--- src/rtl/alu_cmd_sequencer_if.sv ---
// Signal bundle between the command source / ALU side (master) and alu_cmd_sequencer (slave).
interface alu_cmd_sequencer_if #(
   parameter int WIDTH = 32,
   parameter int DEPTH = 4
);
   logic                   cmd_valid;
   logic                   cmd_ready;
   logic [3:0]             cmd_op;
   logic [WIDTH-1:0]       cmd_p;
   logic [WIDTH-1:0]       cmd_q;
   logic [WIDTH-1:0]       alu_p;
   logic [WIDTH-1:0]       alu_q;
   logic [3:0]             alu_op;
   logic [WIDTH-1:0]       alu_out;
   logic [1:0]             alu_err;
   logic                   res_valid;
   logic                   res_ready;
   logic [WIDTH-1:0]       res_data;
   logic [1:0]             res_err;
   logic [3:0]             res_op;
   logic                   busy;
   logic [$clog2(DEPTH):0] fifo_count;
   logic [7:0]             err_count;

   modport master (
      output cmd_valid, cmd_op, cmd_p, cmd_q, alu_out, alu_err, res_ready,
      input  cmd_ready, alu_p, alu_q, alu_op, res_valid, res_data, res_err, res_op,
             busy, fifo_count, err_count
   );

   modport slave (
      input  cmd_valid, cmd_op, cmd_p, cmd_q, alu_out, alu_err, res_ready,
      output cmd_ready, alu_p, alu_q, alu_op, res_valid, res_data, res_err, res_op,
             busy, fifo_count, err_count
   );
endinterface

--- src/rtl/alu_cmd_sequencer.sv ---
// ALU issue stage: command FIFO, one-at-a-time issue, held result with valid/ready.
// Optional macro ERR_FLUSH_EN: an erroring result flushes the queued commands.
//
// state | meaning
// IDLE  | no command in flight; ALU held on feedback opcode
// ISSUE | command on ALU inputs; result captured at closing edge
// HOLD  | result presented, waiting for res_ready
module alu_cmd_sequencer #(
   parameter int         WIDTH   = 32,
   parameter int         DEPTH   = 4,
   parameter logic [3:0] HOLD_OP = 4'b1110
) (
   input logic               clk,
   input logic               rst,
   alu_cmd_sequencer_if.slave bus
);
   localparam int         PW         = $clog2(DEPTH);
   localparam logic [PW:0] FULL_COUNT = (PW+1)'(DEPTH);
   localparam logic [3:0] RESET_OP   = 4'b1100;

   typedef enum logic [1:0] {IDLE, ISSUE, HOLD} seqState_t;

   seqState_t        state;
   logic [3:0]       fifoOp [DEPTH];
   logic [WIDTH-1:0] fifoP  [DEPTH];
   logic [WIDTH-1:0] fifoQ  [DEPTH];
   logic [PW-1:0]    wrPtr;
   logic [PW-1:0]    rdPtr;
   logic [PW:0]      count;
   logic             cmdReady;
   logic             notEmpty;
   logic             push;
   logic             pop;
   logic             flush;

   logic [WIDTH-1:0] aluP;
   logic [WIDTH-1:0] aluQ;
   logic [3:0]       aluOp;
   logic             resValid;
   logic [WIDTH-1:0] resData;
   logic [1:0]       resErr;
   logic [3:0]       resOp;
   logic [7:0]       errCount;

   assign cmdReady = (count != FULL_COUNT);
   assign notEmpty = (count != '0);
   assign push     = bus.cmd_valid && cmdReady;
   assign pop      = notEmpty && ((state == IDLE) || ((state == HOLD) && bus.res_ready));

`ifdef ERR_FLUSH_EN
   assign flush = (state == ISSUE) && (bus.alu_err != 2'b00);
`else
   assign flush = 1'b0;
`endif

   // Storage carries no reset; only pointers and count define validity.
   always_ff @(posedge clk) begin
      if (push) begin
         fifoOp[wrPtr] <= bus.cmd_op;
         fifoP[wrPtr]  <= bus.cmd_p;
         fifoQ[wrPtr]  <= bus.cmd_q;
      end
   end

   always_ff @(posedge clk or posedge rst) begin
      if (rst) begin
         wrPtr <= '0;
         rdPtr <= '0;
         count <= '0;
      end else if (flush) begin
         rdPtr <= wrPtr;
         count <= '0;
      end else begin
         if (push) wrPtr <= wrPtr + 1'b1;
         if (pop)  rdPtr <= rdPtr + 1'b1;
         case ({push, pop})
            2'b10:   count <= count + 1'b1;
            2'b01:   count <= count - 1'b1;
            default: count <= count;
         endcase
      end
   end

   always_ff @(posedge clk or posedge rst) begin
      if (rst) begin
         state    <= IDLE;
         aluP     <= '0;
         aluQ     <= '0;
         aluOp    <= RESET_OP;
         resValid <= 1'b0;
         resData  <= '0;
         resErr   <= 2'b00;
         resOp    <= 4'b0000;
         errCount <= 8'd0;
      end else begin
         case (state)
            IDLE: begin
               if (pop) begin
                  aluP  <= fifoP[rdPtr];
                  aluQ  <= fifoQ[rdPtr];
                  aluOp <= fifoOp[rdPtr];
                  state <= ISSUE;
               end else begin
                  aluOp <= HOLD_OP;
               end
            end
            ISSUE: begin
               resData  <= bus.alu_out;
               resErr   <= bus.alu_err;
               resOp    <= aluOp;
               resValid <= 1'b1;
               if ((bus.alu_err != 2'b00) && (errCount != 8'hFF))
                  errCount <= errCount + 8'd1;
               aluOp <= HOLD_OP;
               state <= HOLD;
            end
            HOLD: begin
               aluOp <= HOLD_OP;
               if (bus.res_ready) begin
                  resValid <= 1'b0;
                  if (pop) begin
                     aluP  <= fifoP[rdPtr];
                     aluQ  <= fifoQ[rdPtr];
                     aluOp <= fifoOp[rdPtr];
                     state <= ISSUE;
                  end else begin
                     state <= IDLE;
                  end
               end
            end
            default: state <= IDLE;
         endcase
      end
   end

   assign bus.cmd_ready  = cmdReady;
   assign bus.alu_p      = aluP;
   assign bus.alu_q      = aluQ;
   assign bus.alu_op     = aluOp;
   assign bus.res_valid  = resValid;
   assign bus.res_data   = resData;
   assign bus.res_err    = resErr;
   assign bus.res_op     = resOp;
   assign bus.busy       = (state != IDLE) || notEmpty;
   assign bus.fifo_count = count;
   assign bus.err_count  = errCount;
endmodule

--- src/flat_wrapper.sv ---
// flat-port wrapper written by rule: the top's interface ports become plain ports
module alu_cmd_sequencer_flat 
#(
   parameter int         WIDTH   = 32,
   parameter int         DEPTH   = 4,
   parameter logic [3:0] HOLD_OP = 4'b1110
)
  (clk, rst, bus_cmd_valid, bus_cmd_op, bus_cmd_p, bus_cmd_q, bus_alu_out, bus_alu_err, bus_res_ready, bus_cmd_ready, bus_alu_p, bus_alu_q, bus_alu_op, bus_res_valid, bus_res_data, bus_res_err, bus_res_op, bus_busy, bus_fifo_count, bus_err_count);
  alu_cmd_sequencer_if #(.WIDTH(WIDTH), .DEPTH(DEPTH)) bus_i ();
  input logic clk;
  input logic rst;
  input wire logic [$bits(bus_i.cmd_valid)-1:0] bus_cmd_valid;
  input wire logic [$bits(bus_i.cmd_op)-1:0] bus_cmd_op;
  input wire logic [$bits(bus_i.cmd_p)-1:0] bus_cmd_p;
  input wire logic [$bits(bus_i.cmd_q)-1:0] bus_cmd_q;
  input wire logic [$bits(bus_i.alu_out)-1:0] bus_alu_out;
  input wire logic [$bits(bus_i.alu_err)-1:0] bus_alu_err;
  input wire logic [$bits(bus_i.res_ready)-1:0] bus_res_ready;
  output wire logic [$bits(bus_i.cmd_ready)-1:0] bus_cmd_ready;
  output wire logic [$bits(bus_i.alu_p)-1:0] bus_alu_p;
  output wire logic [$bits(bus_i.alu_q)-1:0] bus_alu_q;
  output wire logic [$bits(bus_i.alu_op)-1:0] bus_alu_op;
  output wire logic [$bits(bus_i.res_valid)-1:0] bus_res_valid;
  output wire logic [$bits(bus_i.res_data)-1:0] bus_res_data;
  output wire logic [$bits(bus_i.res_err)-1:0] bus_res_err;
  output wire logic [$bits(bus_i.res_op)-1:0] bus_res_op;
  output wire logic [$bits(bus_i.busy)-1:0] bus_busy;
  output wire logic [$bits(bus_i.fifo_count)-1:0] bus_fifo_count;
  output wire logic [$bits(bus_i.err_count)-1:0] bus_err_count;
  assign bus_i.cmd_valid = bus_cmd_valid;
  assign bus_i.cmd_op = bus_cmd_op;
  assign bus_i.cmd_p = bus_cmd_p;
  assign bus_i.cmd_q = bus_cmd_q;
  assign bus_i.alu_out = bus_alu_out;
  assign bus_i.alu_err = bus_alu_err;
  assign bus_i.res_ready = bus_res_ready;
  assign bus_cmd_ready = bus_i.cmd_ready;
  assign bus_alu_p = bus_i.alu_p;
  assign bus_alu_q = bus_i.alu_q;
  assign bus_alu_op = bus_i.alu_op;
  assign bus_res_valid = bus_i.res_valid;
  assign bus_res_data = bus_i.res_data;
  assign bus_res_err = bus_i.res_err;
  assign bus_res_op = bus_i.res_op;
  assign bus_busy = bus_i.busy;
  assign bus_fifo_count = bus_i.fifo_count;
  assign bus_err_count = bus_i.err_count;
  alu_cmd_sequencer #(.WIDTH(WIDTH), .DEPTH(DEPTH), .HOLD_OP(HOLD_OP)) u_core (.clk(clk), .rst(rst), .bus(bus_i));
endmodule
--- config.mk ---
export PLATFORM = sky130hd
export DESIGN_NAME = alu_cmd_sequencer_flat
export DESIGN_NICKNAME = d
export VERILOG_FILES = /design/src/rtl/alu_cmd_sequencer_if.sv /design/src/rtl/alu_cmd_sequencer.sv /design/src/flat_wrapper.sv
export SDC_FILE = /design/constraint.sdc
export NUM_CORES = 1
export LEC_CHECK = 0
export CAP_MARGIN = 40
export CORE_MARGIN = 5
export CORE_UTILIZATION = 23
export CTS_BUF_LIST = sky130_fd_sc_hd__clkbuf_8
export DETAILED_ROUTE_END_ITERATION = 8
export HOLD_SLACK_MARGIN = 0.12
export PLACE_DENSITY = 0.42
export SKIP_CTS_REPAIR_TIMING = 1
export SLEW_MARGIN = 15
export SYNTH_ARGS = -nofsm -noshare
export SYNTH_HDL_FRONTEND = slang
export SYNTH_SLANG_ARGS = --single-unit
export TNS_END_PERCENT = 100
--- constraint.sdc ---
create_clock -name clk -period 5.45 [get_ports clk]
set_input_delay 0.8175 -clock clk [delete_from_list [all_inputs] [get_ports clk]]
set_output_delay 0.8175 -clock clk [all_outputs]
set_load 0.05 [all_outputs]
==> reports/qor.json, run 1 <==
{
  "placeableCoreArea": {"value": 64200, "unit": "µm²"},
  "max_cap_violations": {"value": 0},
  "clk_latency": {"value": 0.63, "unit": "ns"},
  "slew-limit-headroom": {"value": 53.5, "unit": "%"},
  "power.internal": {"value": 7.90, "unit": "mW"},
  "maxSlewViolCount": {"value": 0},
  "cts_made_buffers": {"value": 74},
  "static-leakage-power": {"value": 6.91, "unit": "nW"},
  "post_syn_area_per_cell": {"value": 21.7, "unit": "µm²"},
  "numPortBuffers": {"value": 225},
  "power.combinational.fraction": {"value": 41.8, "unit": "%"},
  "fin_area": {"value": 19700, "unit": "µm²"},
  "cts-root-to-sink-buffers": {"value": 3},
  "end_kind": {"value": "output port"},
  "power_frac_seq": {"value": 36.7, "unit": "%"},
  "unrepaired_setup_endpoints_after_global_routing": {"value": "false"},
  "num_vias": {"value": 7525},
  "fin_nets": {"value": 1092},
  "first_pass_iters": {"value": 4},
  "timing.final.setup_violations": {"value": 0},
  "die-height": {"value": 264, "unit": "µm"},
  "run_status": {"value": "finished clean"},
  "postSynthNetCount": {"value": 800},
  "place.gp.congestion": {"value": 0.702},
  "final_layout_size_suffix_gt1_share": {"value": 30.0, "unit": "%"},
  "critical_path.slowest_cell": {"value": "sky130_fd_sc_hd__clkdlybuf4s50_1"},
  "ios": {"value": 226},
  "crit_path_cell_trace": {"value": "nor3_4 -> nand2_1 -> clkdlybuf4s50_1"},
  "area_delta_synth_final": {"value": 32.5, "unit": "%"},
  "placementRows": {"value": 93},
  "synth-warning-count": {"value": 0},
  "layout_worst_path_cycle_share": {"value": 58.3, "unit": "%"},
  "cp_data_required_time": {"value": 4.63, "unit": "ns"},
  "timing.setup.tns": {"value": 0, "unit": "ns"},
  "seq_total_area_yosys": {"value": 75.9, "unit": "%"},
  "clock_tree.htree_level_count": {"value": 3},
  "max_freq": {"value": 315, "unit": "MHz"},
  "power_density": {"value": 646, "unit": "nW/µm²"},
  "grt_first_pass_wirelength": {"value": 54.8, "unit": "mm"},
  "hold_path_class": {"value": "in -> async"},
  "worst_setup_hold_path_clk_slew": {"value": 0.07, "unit": "ns"},
  "critPathMaxStageDelay": {"value": 0.73, "unit": "ns"},
  "grt.overflow.total": {"value": 0},
  "viasPerCell": {"value": 3.98},
  "switchingPower": {"value": 4.80, "unit": "mW"},
  "synthCells": {"value": 683},
  "antenna_violations_before_repair": {"value": 5},
  "placed_area": {"value": 18200, "unit": "µm²"},
  "route.antenna.remaining_nets": {"value": 0},
  "synth_cell_types": {"value": 39},
  "cts.sink_count": {"value": 396},
  "grt_start_max_net_pins": {"value": 71},
  "initial_cell_density_of_the_core": {"value": 23.1, "unit": "%"},
  "detailedPlace.worstSlack": {"value": 2.05, "unit": "ns"},
  "timing.final.ws_setup": {"value": 2.27, "unit": "ns"},
  "peakVddDrop": {"value": 0.401, "unit": "mV"},
  "synthesis.area": {"value": 14800, "unit": "µm²"},
  "p_sw_share": {"value": 37.8, "unit": "%"},
  "dieWidth": {"value": 264, "unit": "µm"},
  "dr.first_iter.drc_count": {"value": 300},
  "grtUsageTotal": {"value": 10.4, "unit": "%"},
  "worst_slew_pin_slew": {"value": 0.695, "unit": "ns"},
  "nFillCells": {"value": 6286},
  "hold_viol_final": {"value": 0},
  "worst-endpoint-arrival": {"value": 2.36, "unit": "ns"},
  "drt-total-wl": {"value": 36.5, "unit": "mm"},
  "power.clock.fraction": {"value": 21.5, "unit": "%"},
  "vias_in_the_first_global_route": {"value": 8243},
  "drc": {"value": 0},
  "tritoncts": {"value": "done"},
  "clk_root_buffer_cell": {"value": "sky130_fd_sc_hd__clkbuf_8"},
  "worstSetupStartpointType": {"value": "flip-flop"},
  "timing.final.crit_period": {"value": 3.18, "unit": "ns"},
  "fin_skew": {"value": 0.0252, "unit": "ns"},
  "ff2ff_path_depth": {"value": 7},
  "crit_path_category": {"value": "reg -> out"},
  "number_of_flip_flops_and_latches_in_the_synthesized_netlist": {"value": 396},
  "dieArea": {"value": 69700, "unit": "µm²"},
  "dpl.hpwl": {"value": 23.3, "unit": "mm"},
  "post_drt_wl_per_cell": {"value": 19.3, "unit": "µm"},
  "path_max_fanout": {"value": 7}
}
==> flip-flops by register name, indices dropped and copies added, names as in the netlist, 2 cells and up <==
register and flops:
u_core.fifoP 128, u_core.fifoQ 128, u_core.bus.alu_p 32, u_core.bus.alu_q 32, u_core.bus.res_data 32, u_core.fifoOp 16
u_core.bus.err_count 8, u_core.bus.alu_op 4, u_core.bus.res_op 4, u_core.bus.fifo_count 3, u_core.bus.res_err 2, u_core.rdPtr 2
u_core.state 2, u_core.wrPtr 2
==> kinds of logic after synthesis <==
logic type                 count (synthesis)  share of synthesized area, %
AOI/OAI and AO/OA                         22                          1.09
and+or+nand+nor                           36                          1.36
DFF                                      396                          75.9
buffers and inverters                     35                          1.72
adders and majority gates                 11                         0.978
muxes                                    174                          18.4
xor gates and xnor gates                   9                         0.531
==> routing by layer <==
layer / track usage (%) / part of all wire, % / vias up
met5: 0 / 0.071 / -
met4: 3.01 / 2.1 / 4
met3: 4.09 / 6.8 / 59
met2: 16.1 / 46 / 249
met1: 13.7 / 45 / 3877
li1: - / - / 3336
==> cells in the final DEF (no fill, tap or decap), types with 2 or more instances in the layout <==
master / netlist / routed
sky130_fd_sc_hd__buf_4: 0 / 10
sky130_fd_sc_hd__and3_4: 0 / 4
sky130_fd_sc_hd__o221a_2: 3 / 3
sky130_fd_sc_hd__inv_6: 0 / 2
sky130_fd_sc_hd__inv_1: 8 / 33
sky130_fd_sc_hd__nor2_1: 9 / 9
sky130_fd_sc_hd__dfstp_2: 2 / 2
sky130_fd_sc_hd__mux2_4: 2 / 2
sky130_fd_sc_hd__xor2_1: 4 / 4
sky130_fd_sc_hd__mux2_2: 104 / 104
sky130_fd_sc_hd__o22ai_1: 2 / 2
sky130_fd_sc_hd__nand2_1: 8 / 8
sky130_fd_sc_hd__clkinv_2: 0 / 6
sky130_fd_sc_hd__clkinvlp_4: 0 / 3
sky130_fd_sc_hd__buf_16: 0 / 3
sky130_fd_sc_hd__dfrtp_4: 0 / 2
sky130_fd_sc_hd__clkdlybuf4s50_1: 0 / 225
sky130_fd_sc_hd__nand4_1: 2 / 2
sky130_fd_sc_hd__clkinv_1: 0 / 10
sky130_fd_sc_hd__buf_12: 0 / 5
sky130_fd_sc_hd__diode_2: 0 / 3
sky130_fd_sc_hd__ha_1: 10 / 9
sky130_fd_sc_hd__nand3_1: 3 / 3
sky130_fd_sc_hd__xnor2_1: 5 / 5
sky130_fd_sc_hd__edfxtp_1: 272 / 272
sky130_fd_sc_hd__clkbuf_8: 0 / 89
sky130_fd_sc_hd__mux4_2: 68 / 68
sky130_fd_sc_hd__dfrtp_1: 122 / 120
sky130_fd_sc_hd__o21ai_0: 5 / 5
sky130_fd_sc_hd__nor2b_1: 3 / 3
sky130_fd_sc_hd__a21oi_1: 5 / 5
==> cell usage after synthesis, drive strengths merged <==
library cell / instances / area [µm²]
edfxtp: 272 / 8170
dfrtp: 122 / 3050
mux2: 106 / 1200
mux4: 68 / 1530
buf: 24 / 208
ha: 10 / 125
nand2: 9 / 36.3
nor2: 9 / 33.8
inv: 8 / 30.0
a21oi: 6 / 41.3
and3: 5 / 31.3
o21ai: 5 / 25.0
xnor2: 5 / 43.8
xor2: 4 / 35.0
nand3: 3 / 15.0
nor2b: 3 / 18.8
o221a: 3 / 33.8
clkbuf: 2 / 8.75
dfstp: 2 / 52.6
nand4: 2 / 12.5
o22ai: 2 / 12.5
a22o: 1 / 8.76
a31oi: 1 / 6.26
a32o: 1 / 10.0
and2: 1 / 6.26
dlygate4sd1: 1 / 8.76
fa: 1 / 20.0
nand2b: 1 / 13.8
nor3: 1 / 16.3
nor3b: 1 / 7.51
o2111ai: 1 / 8.76
o21a: 1 / 7.51
o31ai: 1 / 7.51
or4b: 1 / 10.0
==> through the flow <==
| stage | hold WS [ns] | instances | utilization, % | total power [mW] |
|---|---|---|---|---|
| floorplan | 0.534 | 683 | - | 8.36 |
| detailed placement | 0.494 | 1752 | 28.3 | 10.2 |
| global route | 0.420 | 1891 | 30.6 | 13.4 |
| global placement | 0.488 | 1747 | 28.1 | 10.1 |
| CTS | 0.506 | 1888 | 30.5 | 13.0 |
| finish | 0.481 | 1893 | 30.6 | 12.7 |
==> critical path, delay by kind of cell (launching register included) <==
| kind | cells | cell delay, ns |
|---|---|---|
| buf+inv | 1 | 0.73 |
| flops | 1 | 0.48 |
| simple gates | 2 | 0.52 |
==> cell type report <==
class | instances | area [µm²] | share of cell area [%]
tap | 855 | 1070 | 5.44
sequential | 396 | 11300 | 57.3
timing repair buffer | 243 | 2510 | 12.8
clock inverter | 47 | 208 | 1.06
multi-input combinational | 252 | 3340 | 17.0
inverter | 8 | 35.0 | 0.178
antenna | 3 | 7.51 | 0.0382
clock buffer | 89 | 1220 | 6.22
==> worst paths after layout <==
path	start	endpoint	slack (ns)
worst max-delay path	u_core.bus.fifo_count[0]	bus_busy	2.27
worst min-delay path	rst	u_core.bus.alu_q[14]	0.48
worst max register to register	u_core.state[0]	u_core.bus.fifo_count[1]	3.00
worst min register to register	u_core.bus.res_data[15]	u_core.bus.res_data[15]	0.50
max in group asynchronous	rst	u_core.bus.alu_op[2]	3.89
min in group clk	u_core.bus.res_data[15]	u_core.bus.res_data[15]	0.50
==> power by group through the flow <==
stage | clock [mW] | sequential, mW | combinational (mW)
final | 2.73 | 4.67 | 5.31
after global placement | 0 | 4.80 | 5.27
after CTS | 2.87 | 4.70 | 5.42
after floorplan | 0 | 6.08 | 2.28
after global routing | 3.01 | 4.78 | 5.64
after detailed placement | 0 | 4.75 | 5.40
No activity file was read; power rests on OpenSTA's default activity.
==> run 2, diff against run 1 <==
--- a/config.mk
+++ b/config.mk
@@ -11,7 +11,7 @@
 export CTS_BUF_LIST = sky130_fd_sc_hd__clkbuf_8
 export DETAILED_ROUTE_END_ITERATION = 8
 export HOLD_SLACK_MARGIN = 0.12
-export PLACE_DENSITY = 0.42
+export PLACE_DENSITY = 0.43
 export SKIP_CTS_REPAIR_TIMING = 1
 export SLEW_MARGIN = 15
 export SYNTH_ARGS = -nofsm -noshare
==> constraint.sdc (replaced) <==
create_clock -name clk -period 2.7 [get_ports clk]
set_input_delay 0.405 -clock clk [delete_from_list [all_inputs] [get_ports clk]]
set_output_delay 0.405 -clock clk [all_outputs]
set_load 0.05 [all_outputs]
==> run 2 against run 1 <==
Design area is 1.2% higher. Critical endpoint is now bus_fifo_count[0]. Clock power grew 120%. Wire length down 1.1%. Flip-flop and latch count did not move. Clock skew grew 0.0018 ns. Critical path type unchanged. Combinational power is 110% higher. Sequential share of layout area down 0.67 points. Global-route usage decreased by 0.12 points. Register-to-register slack lost 2.5 ns. Critical path depth down 2.
==> reports/qor.json, run 2 (synthesis results as in run 1) <==
{
  "dr.first_iter.drc_count": {"value": 348, "change": "+16%"},
  "cts_made_buffers": {"value": 74, "change": "unchanged"},
  "peakVddDrop": {"value": 0.666, "unit": "mV", "change": "+66%"},
  "hold_path_class": {"value": "in -> async"},
  "critPathTopFamily": {"value": "buffers and inverters"},
  "clk_root_buffer_cell": {"value": "sky130_fd_sc_hd__clkbuf_8"},
  "area_delta_synth_final": {"value": 34.1, "unit": "%"},
  "finalNonFillerCells": {"value": 1902, "change": "+0.48%"},
  "crit_path_category": {"value": "reg -> out"},
  "worst-endpoint-arrival": {"value": 2.04, "unit": "ns", "change": "-0.32 ns"},
  "worst-r2r-setup-slack": {"value": 0.48, "unit": "ns", "change": "-2.52 ns"},
  "dpl.hpwl": {"value": 22.2, "unit": "mm", "change": "-5.1%"},
  "timing.final.crit_period": {"value": 2.45, "unit": "ns"},
  "power_density": {"value": 1320, "unit": "nW/µm²", "change": "+100%"},
  "tritoncts": {"value": "done"},
  "numPortBuffers": {"value": 225, "change": "unchanged"},
  "slew-limit-headroom": {"value": 54.7, "unit": "%", "change": "+1.2 points"},
  "clock_tree.htree_level_count": {"value": 3, "change": "unchanged"},
  "max_cap_violations": {"value": 0, "change": "unchanged"},
  "place.gp.congestion": {"value": 0.704, "change": "+0.30%"},
  "timing.setup.tns": {"value": 0, "unit": "ns", "change": "unchanged"},
  "die-height": {"value": 264, "unit": "µm", "change": "unchanged"},
  "placementRows": {"value": 93, "change": "unchanged"},
  "route.antenna.remaining_nets": {"value": 0, "change": "unchanged"},
  "vias_in_the_first_global_route": {"value": 8468, "change": "+2.7%"},
  "crit_path_cell_trace": {"value": "clkdlybuf4s50_1"},
  "clk_latency": {"value": 0.65, "unit": "ns", "change": "+0.02 ns"},
  "fin_skew": {"value": 0.0270, "unit": "ns", "change": "+0.00183 ns"},
  "grt_first_pass_wirelength": {"value": 54.9, "unit": "mm", "change": "+0.13%"},
  "placed_instance_count": {"value": 1762, "change": "+0.57%"},
  "run_status": {"value": "finished clean"},
  "biggestRegsByFlops": {"value": "u_core.fifoP x128, u_core.fifoQ x128"},
  "cts-root-to-sink-buffers": {"value": 3, "change": "unchanged"},
  "critical_path.slowest_cell": {"value": "sky130_fd_sc_hd__clkdlybuf4s50_1"},
  "worstSetupStartpointType": {"value": "flip-flop"},
  "maxSlewViolCount": {"value": 0, "change": "unchanged"},
  "post_drt_wl_per_cell": {"value": 19.0, "unit": "µm", "change": "-1.5%"},
  "viasPerCell": {"value": 3.98, "change": "+0.24%"},
  "critical_path_buf_inv_count": {"value": 1, "change": "unchanged"},
  "final_common_cell": {"value": "sky130_fd_sc_hd__edfxtp_1"},
  "drt-total-wl": {"value": 36.1, "unit": "mm", "change": "-1.1%"},
  "layout_worst_path_cycle_share": {"value": 90.6, "unit": "%"},
  "placed_area": {"value": 18300, "unit": "µm²", "change": "+0.92%"},
  "grtUsageTotal": {"value": 10.3, "unit": "%", "change": "-0.12 points"},
  "end_kind": {"value": "output port"},
  "fin_area": {"value": 19900, "unit": "µm²", "change": "+1.2%"},
  "timing.final.setup_violations": {"value": 0, "change": "unchanged"},
  "unrepaired_setup_endpoints_after_global_routing": {"value": "false"},
  "num_vias": {"value": 7579, "change": "+0.72%"},
  "final_layout_size_suffix_gt1_share": {"value": 30.7, "unit": "%", "change": "+0.80 points"},
  "path_max_fanout": {"value": 5, "change": "-2"},
  "fin_nets": {"value": 1100, "change": "+0.73%"},
  "grt_start_max_net_pins": {"value": 49, "change": "-31%"},
  "worst_slew_pin_slew": {"value": 0.677, "unit": "ns", "change": "-0.0184 ns"},
  "drc": {"value": 0, "change": "unchanged"},
  "ios": {"value": 226, "change": "unchanged"},
  "worst_setup_hold_path_clk_slew": {"value": 0.06, "unit": "ns", "change": "about the same"},
  "antenna_violations_before_repair": {"value": 7, "change": "+2"},
  "dieArea": {"value": 69700, "unit": "µm²", "change": "unchanged"},
  "placeableCoreArea": {"value": 64200, "unit": "µm²", "change": "unchanged"},
  "layout_common_cells": {"value": "sky130_fd_sc_hd__edfxtp_1, sky130_fd_sc_hd__clkdlybuf4s50_1, sky130_fd_sc_hd__dfrtp_1, sky130_fd_sc_hd__mux2_2, sky130_fd_sc_hd__clkbuf_8"},
  "critPathMaxStageDelay": {"value": 0.91, "unit": "ns", "change": "+0.18 ns"},
  "dieWidth": {"value": 264, "unit": "µm", "change": "unchanged"},
  "static-leakage-power": {"value": 7.02, "unit": "nW", "change": "+1.5%"},
  "grt.overflow.total": {"value": 0, "change": "unchanged"},
  "cts.sink_count": {"value": 396, "change": "unchanged"},
  "max_freq": {"value": 409, "unit": "MHz"},
  "cp_data_required_time": {"value": 2.30, "unit": "ns", "change": "-2.33 ns"},
  "first_pass_iters": {"value": 4, "change": "unchanged"},
  "initial_cell_density_of_the_core": {"value": 23.1, "unit": "%", "change": "unchanged"},
  "hold_viol_final": {"value": 0, "change": "unchanged"}
}
-- run 2: cell count changes in the layout (fill, tap and decap cells not counted), moves of 3 or more --
cell and delta:
sky130_fd_sc_hd__bufinv_16 +6, sky130_fd_sc_hd__buf_12 +9, sky130_fd_sc_hd__clkbuf_8 -5, sky130_fd_sc_hd__clkinv_1 -4, sky130_fd_sc_hd__buf_16 -3
-- run 2: stage by stage --
step,hold WS [ns],setup slack (ns),util [%],power (mW)
after floorplan,0.504,0.0102,-,16.8
after global placement,0.490,0.351,28.6,20.6
after detailed placement,0.495,0.351,28.6,20.6
after CTS,0.0874,-0.148,31.0,26.9
after global routing,0.131,0.146,31.0,27.7
final,0.151,0.254,31.0,26.3
-- run 2: report_power, final --
group / internal, mW / switching, mW / leakage (nW)
Clock: 3.44 / 2.58 / 0.885
Sequential: 8.43 / 0.920 / 3.95
Combinational: 4.60 / 6.29 / 2.18
Total: 16.5 / 9.79 / 7.02
-- run 2: worst paths after layout --
| path | start | end | cells after the start |
|---|---|---|---|
| setup / recovery | u_core.bus.fifo_count[0] | bus_fifo_count[0] | 1 |
| hold / removal | rst | u_core.rdPtr[0] | 2 |
| setup reg to reg | u_core.state[0] | u_core.bus.fifo_count[2] | 9 |
| hold reg to reg | u_core.bus.res_data[20] | u_core.bus.res_data[20] | 1 |
| max in group asynchronous | rst | u_core.bus.res_data[24] | 3 |
| min in group clk | bus_alu_out[11] | u_core.bus.res_data[11] | 2 |
-- run 2: layout make-up --
class	instances	area (µm²)
Multi-Input combinational cell	252	3340
Fill cell	6287	44300
Clock inverter	53	394
Tap cell	855	1070
Antenna cell	3	7.51
Sequential cell	396	11300
Inverter	8	33.8
Clock buffer	84	1160
Timing Repair Buffer	251	2630
-- run 2: routing by layer --
metal	track usage, %	part of all wire [%]	vias up
met5	0	0.15	-
met4	3.86	2.2	8
met2	15.6	45	248
met3	3.87	7.6	64
li1	-	-	3357
met1	13.6	45	3902
==> run 3, diff against run 2 <==
--- a/config.mk
+++ b/config.mk
@@ -8,7 +8,7 @@
 export CAP_MARGIN = 40
 export CORE_MARGIN = 5
 export CORE_UTILIZATION = 23
-export CTS_BUF_LIST = sky130_fd_sc_hd__clkbuf_8
+export CTS_BUF_LIST = sky130_fd_sc_hd__clkbuf_4
 export DETAILED_ROUTE_END_ITERATION = 8
 export HOLD_SLACK_MARGIN = 0.12
 export PLACE_DENSITY = 0.43
==> run 3 against run 2 <==
Worst setup slack lost 0.091 ns. Flip-flop and latch count is the same. Cell count increased by 6.0%. Critical endpoint is now bus_fifo_count[2]. Largest power group unchanged. Highest routed layer unchanged.
==> reports/qor.json, run 3 (synthesis results as in run 1) <==
{
  "cts.sink_count": {"value": 396, "change": "unchanged"},
  "placementRows": {"value": 93, "change": "unchanged"},
  "initial_cell_density_of_the_core": {"value": 23.1, "unit": "%", "change": "unchanged"},
  "fin_area": {"value": 20300, "unit": "µm²", "change": "+2.0%"},
  "grt_first_pass_wirelength": {"value": 54.9, "unit": "mm", "change": "+0.10%"},
  "whs": {"value": 0.213, "unit": "ns", "change": "+0.0626 ns"},
  "critPathTopFamily": {"value": "buffers and inverters"},
  "first_pass_iters": {"value": 5, "change": "+1"},
  "post_drt_wl_per_cell": {"value": 17.9, "unit": "µm", "change": "-5.5%"},
  "worstSetupStartpointType": {"value": "flip-flop"},
  "placed_area": {"value": 18300, "unit": "µm²", "change": "unchanged"},
  "run_status": {"value": "finished clean"},
  "cp_data_required_time": {"value": 2.30, "unit": "ns", "change": "about the same"},
  "clock_tree.htree_level_count": {"value": 3, "change": "unchanged"},
  "unrepaired_setup_endpoints_after_global_routing": {"value": "false"},
  "tritoncts": {"value": "done"},
  "route.antenna.remaining_nets": {"value": 0, "change": "unchanged"},
  "ios": {"value": 226, "change": "unchanged"},
  "dieWidth": {"value": 264, "unit": "µm", "change": "unchanged"},
  "timing.setup.tns": {"value": 0, "unit": "ns", "change": "unchanged"},
  "path_max_fanout": {"value": 4, "change": "-1"},
  "dieArea": {"value": 69700, "unit": "µm²", "change": "unchanged"},
  "drc": {"value": 0, "change": "unchanged"},
  "critical_path_buf_inv_count": {"value": 1, "change": "unchanged"},
  "clk_root_buffer_cell": {"value": "sky130_fd_sc_hd__clkbuf_4"},
  "crit_path_cell_trace": {"value": "clkdlybuf4s50_1"},
  "fin_nets": {"value": 1178, "change": "+7.1%"},
  "met3WireLength": {"value": 2.94, "unit": "mm", "change": "+6.5%"},
  "area_delta_synth_final": {"value": 36.7, "unit": "%"},
  "timing.final.setup_violations": {"value": 0, "change": "unchanged"},
  "crit_path_category": {"value": "reg -> out"},
  "hold_viol_final": {"value": 0, "change": "unchanged"},
  "die-height": {"value": 264, "unit": "µm", "change": "unchanged"},
  "power_density": {"value": 1270, "unit": "nW/µm²", "change": "-3.3%"},
  "num_vias": {"value": 7976, "change": "+5.2%"},
  "timing.final.ws_setup": {"value": 0.163, "unit": "ns", "change": "-0.0914 ns"},
  "drt-met1-wl": {"value": 16.0, "unit": "mm", "change": "-1.1%"},
  "critPathMaxStageDelay": {"value": 0.89, "unit": "ns", "change": "-0.02 ns"},
  "vias_in_the_first_global_route": {"value": 8724, "change": "+3.0%"},
  "worst_slew_pin_slew": {"value": 0.733, "unit": "ns", "change": "+0.0560 ns"},
  "cts-root-to-sink-buffers": {"value": 3, "change": "unchanged"},
  "dpl.hpwl": {"value": 22.2, "unit": "mm", "change": "unchanged"},
  "clk_latency": {"value": 0.86, "unit": "ns", "change": "+0.21 ns"},
  "placeableCoreArea": {"value": 64200, "unit": "µm²", "change": "unchanged"},
  "met2_length": {"value": 16.6, "unit": "mm", "change": "+1.7%"},
  "nFillCells": {"value": 6339, "change": "+0.83%"},
  "layout_common_cells": {"value": "sky130_fd_sc_hd__edfxtp_1, sky130_fd_sc_hd__clkdlybuf4s50_1, sky130_fd_sc_hd__clkbuf_4, sky130_fd_sc_hd__dfrtp_1, sky130_fd_sc_hd__mux2_2"},
  "static-leakage-power": {"value": 7.33, "unit": "nW", "change": "+4.4%"},
  "critical_path.slowest_cell": {"value": "sky130_fd_sc_hd__clkdlybuf4s50_1"},
  "maxSlewViolCount": {"value": 0, "change": "unchanged"},
  "peakVddDrop": {"value": 0.553, "unit": "mV", "change": "-17%"},
  "detailedPlace.worstSlack": {"value": 0.351, "unit": "ns", "change": "unchanged"},
  "timing.final.crit_period": {"value": 2.54, "unit": "ns", "change": "+0.0914 ns"},
  "antenna_violations_before_repair": {"value": 5, "change": "-2"},
  "end_kind": {"value": "output port"},
  "highest_layer_used_for_signal_routing": {"value": "met5"},
  "biggestRegsByFlops": {"value": "u_core.fifoP x128, u_core.fifoQ x128"},
  "grt.overflow.total": {"value": 0, "change": "unchanged"},
  "slew-limit-headroom": {"value": 51.1, "unit": "%", "change": "-3.7 points"},
  "cts_made_buffers": {"value": 111, "change": "+50%"},
  "dr.first_iter.drc_count": {"value": 336, "change": "-3.4%"},
  "final_layout_size_suffix_gt1_share": {"value": 35.2, "unit": "%", "change": "+4.5 points"},
  "drt-total-wl": {"value": 36.1, "unit": "mm", "change": "+0.19%"},
  "hold_path_class": {"value": "in -> reg"},
  "grtUsageTotal": {"value": 10.3, "unit": "%", "change": "-0.046 points"},
  "max_cap_violations": {"value": 0, "change": "unchanged"},
  "viasPerCell": {"value": 3.96, "change": "-0.71%"},
  "max_freq": {"value": 394, "unit": "MHz", "change": "-3.6%"},
  "final_common_cell": {"value": "sky130_fd_sc_hd__edfxtp_1"},
  "worst_setup_hold_path_clk_slew": {"value": 0.06, "unit": "ns", "change": "about the same"},
  "place.gp.congestion": {"value": 0.704, "change": "unchanged"},
  "layout_worst_path_cycle_share": {"value": 94.0, "unit": "%", "change": "+3.4 points"},
  "numPortBuffers": {"value": 225, "change": "unchanged"},
  "grt_start_max_net_pins": {"value": 49, "change": "unchanged"},
  "total_power": {"value": 25.9, "unit": "mW", "change": "-1.4%"},
  "worst-endpoint-arrival": {"value": 2.13, "unit": "ns", "change": "+0.09 ns"},
  "fin_skew": {"value": 0.0704, "unit": "ns", "change": "+0.0434 ns"}
}
## run 3: layer usage
layer	global-route usage [%]	vias up
met2	15.6	293
met3	4.44	52
met1	13.0	4046
met5	0	-
li1	-	3581
met4	3.92	4
## run 3: worst paths after layout
check	from	end	slack (ns)	depth (start not counted)
hold / removal	bus_cmd_p[7]	u_core.fifoP[3][7]	0.21	1
setup reg to reg	u_core.state[0]	u_core.bus.fifo_count[2]	0.48	9
hold reg to reg	u_core.bus.res_data[27]	u_core.bus.res_data[27]	0.50	1
min in group asynchronous	rst	u_core.bus.alu_q[9]	0.52	3
setup / recovery	u_core.bus.fifo_count[2]	bus_fifo_count[2]	0.16	1
max in group asynchronous	rst	u_core.bus.alu_p[4]	1.55	4
## run 3: power by group
group / internal, mW / total (mW) / switching, mW / leakage [nW]
Combinational: 4.63 / 10.9 / 6.29 / 2.48
Clock: 3.07 / 5.61 / 2.54 / 0.899
Sequential: 8.42 / 9.34 / 0.917 / 3.95
## run 3: layout make-up
cell class	count	area [µm²]	area share, %
sequential	396	11300	55.6
multi-input combinational	252	3340	16.5
timing repair buffer	292	3060	15.1
tap	855	1070	5.27
antenna	2	5.00	0.0247
clock buffer	176	1320	6.51
clock inverter	35	193	0.949
inverter	8	33.8	0.166
## run 3: metrics by stage
step	cells	utilization, %
3_5_place_dp	1762	28.6
4_1_cts	1973	30.9
6_report	2016	31.6
2_1_floorplan	683	-
3_3_place_gp	1762	28.6
5_1_grt	2015	31.6
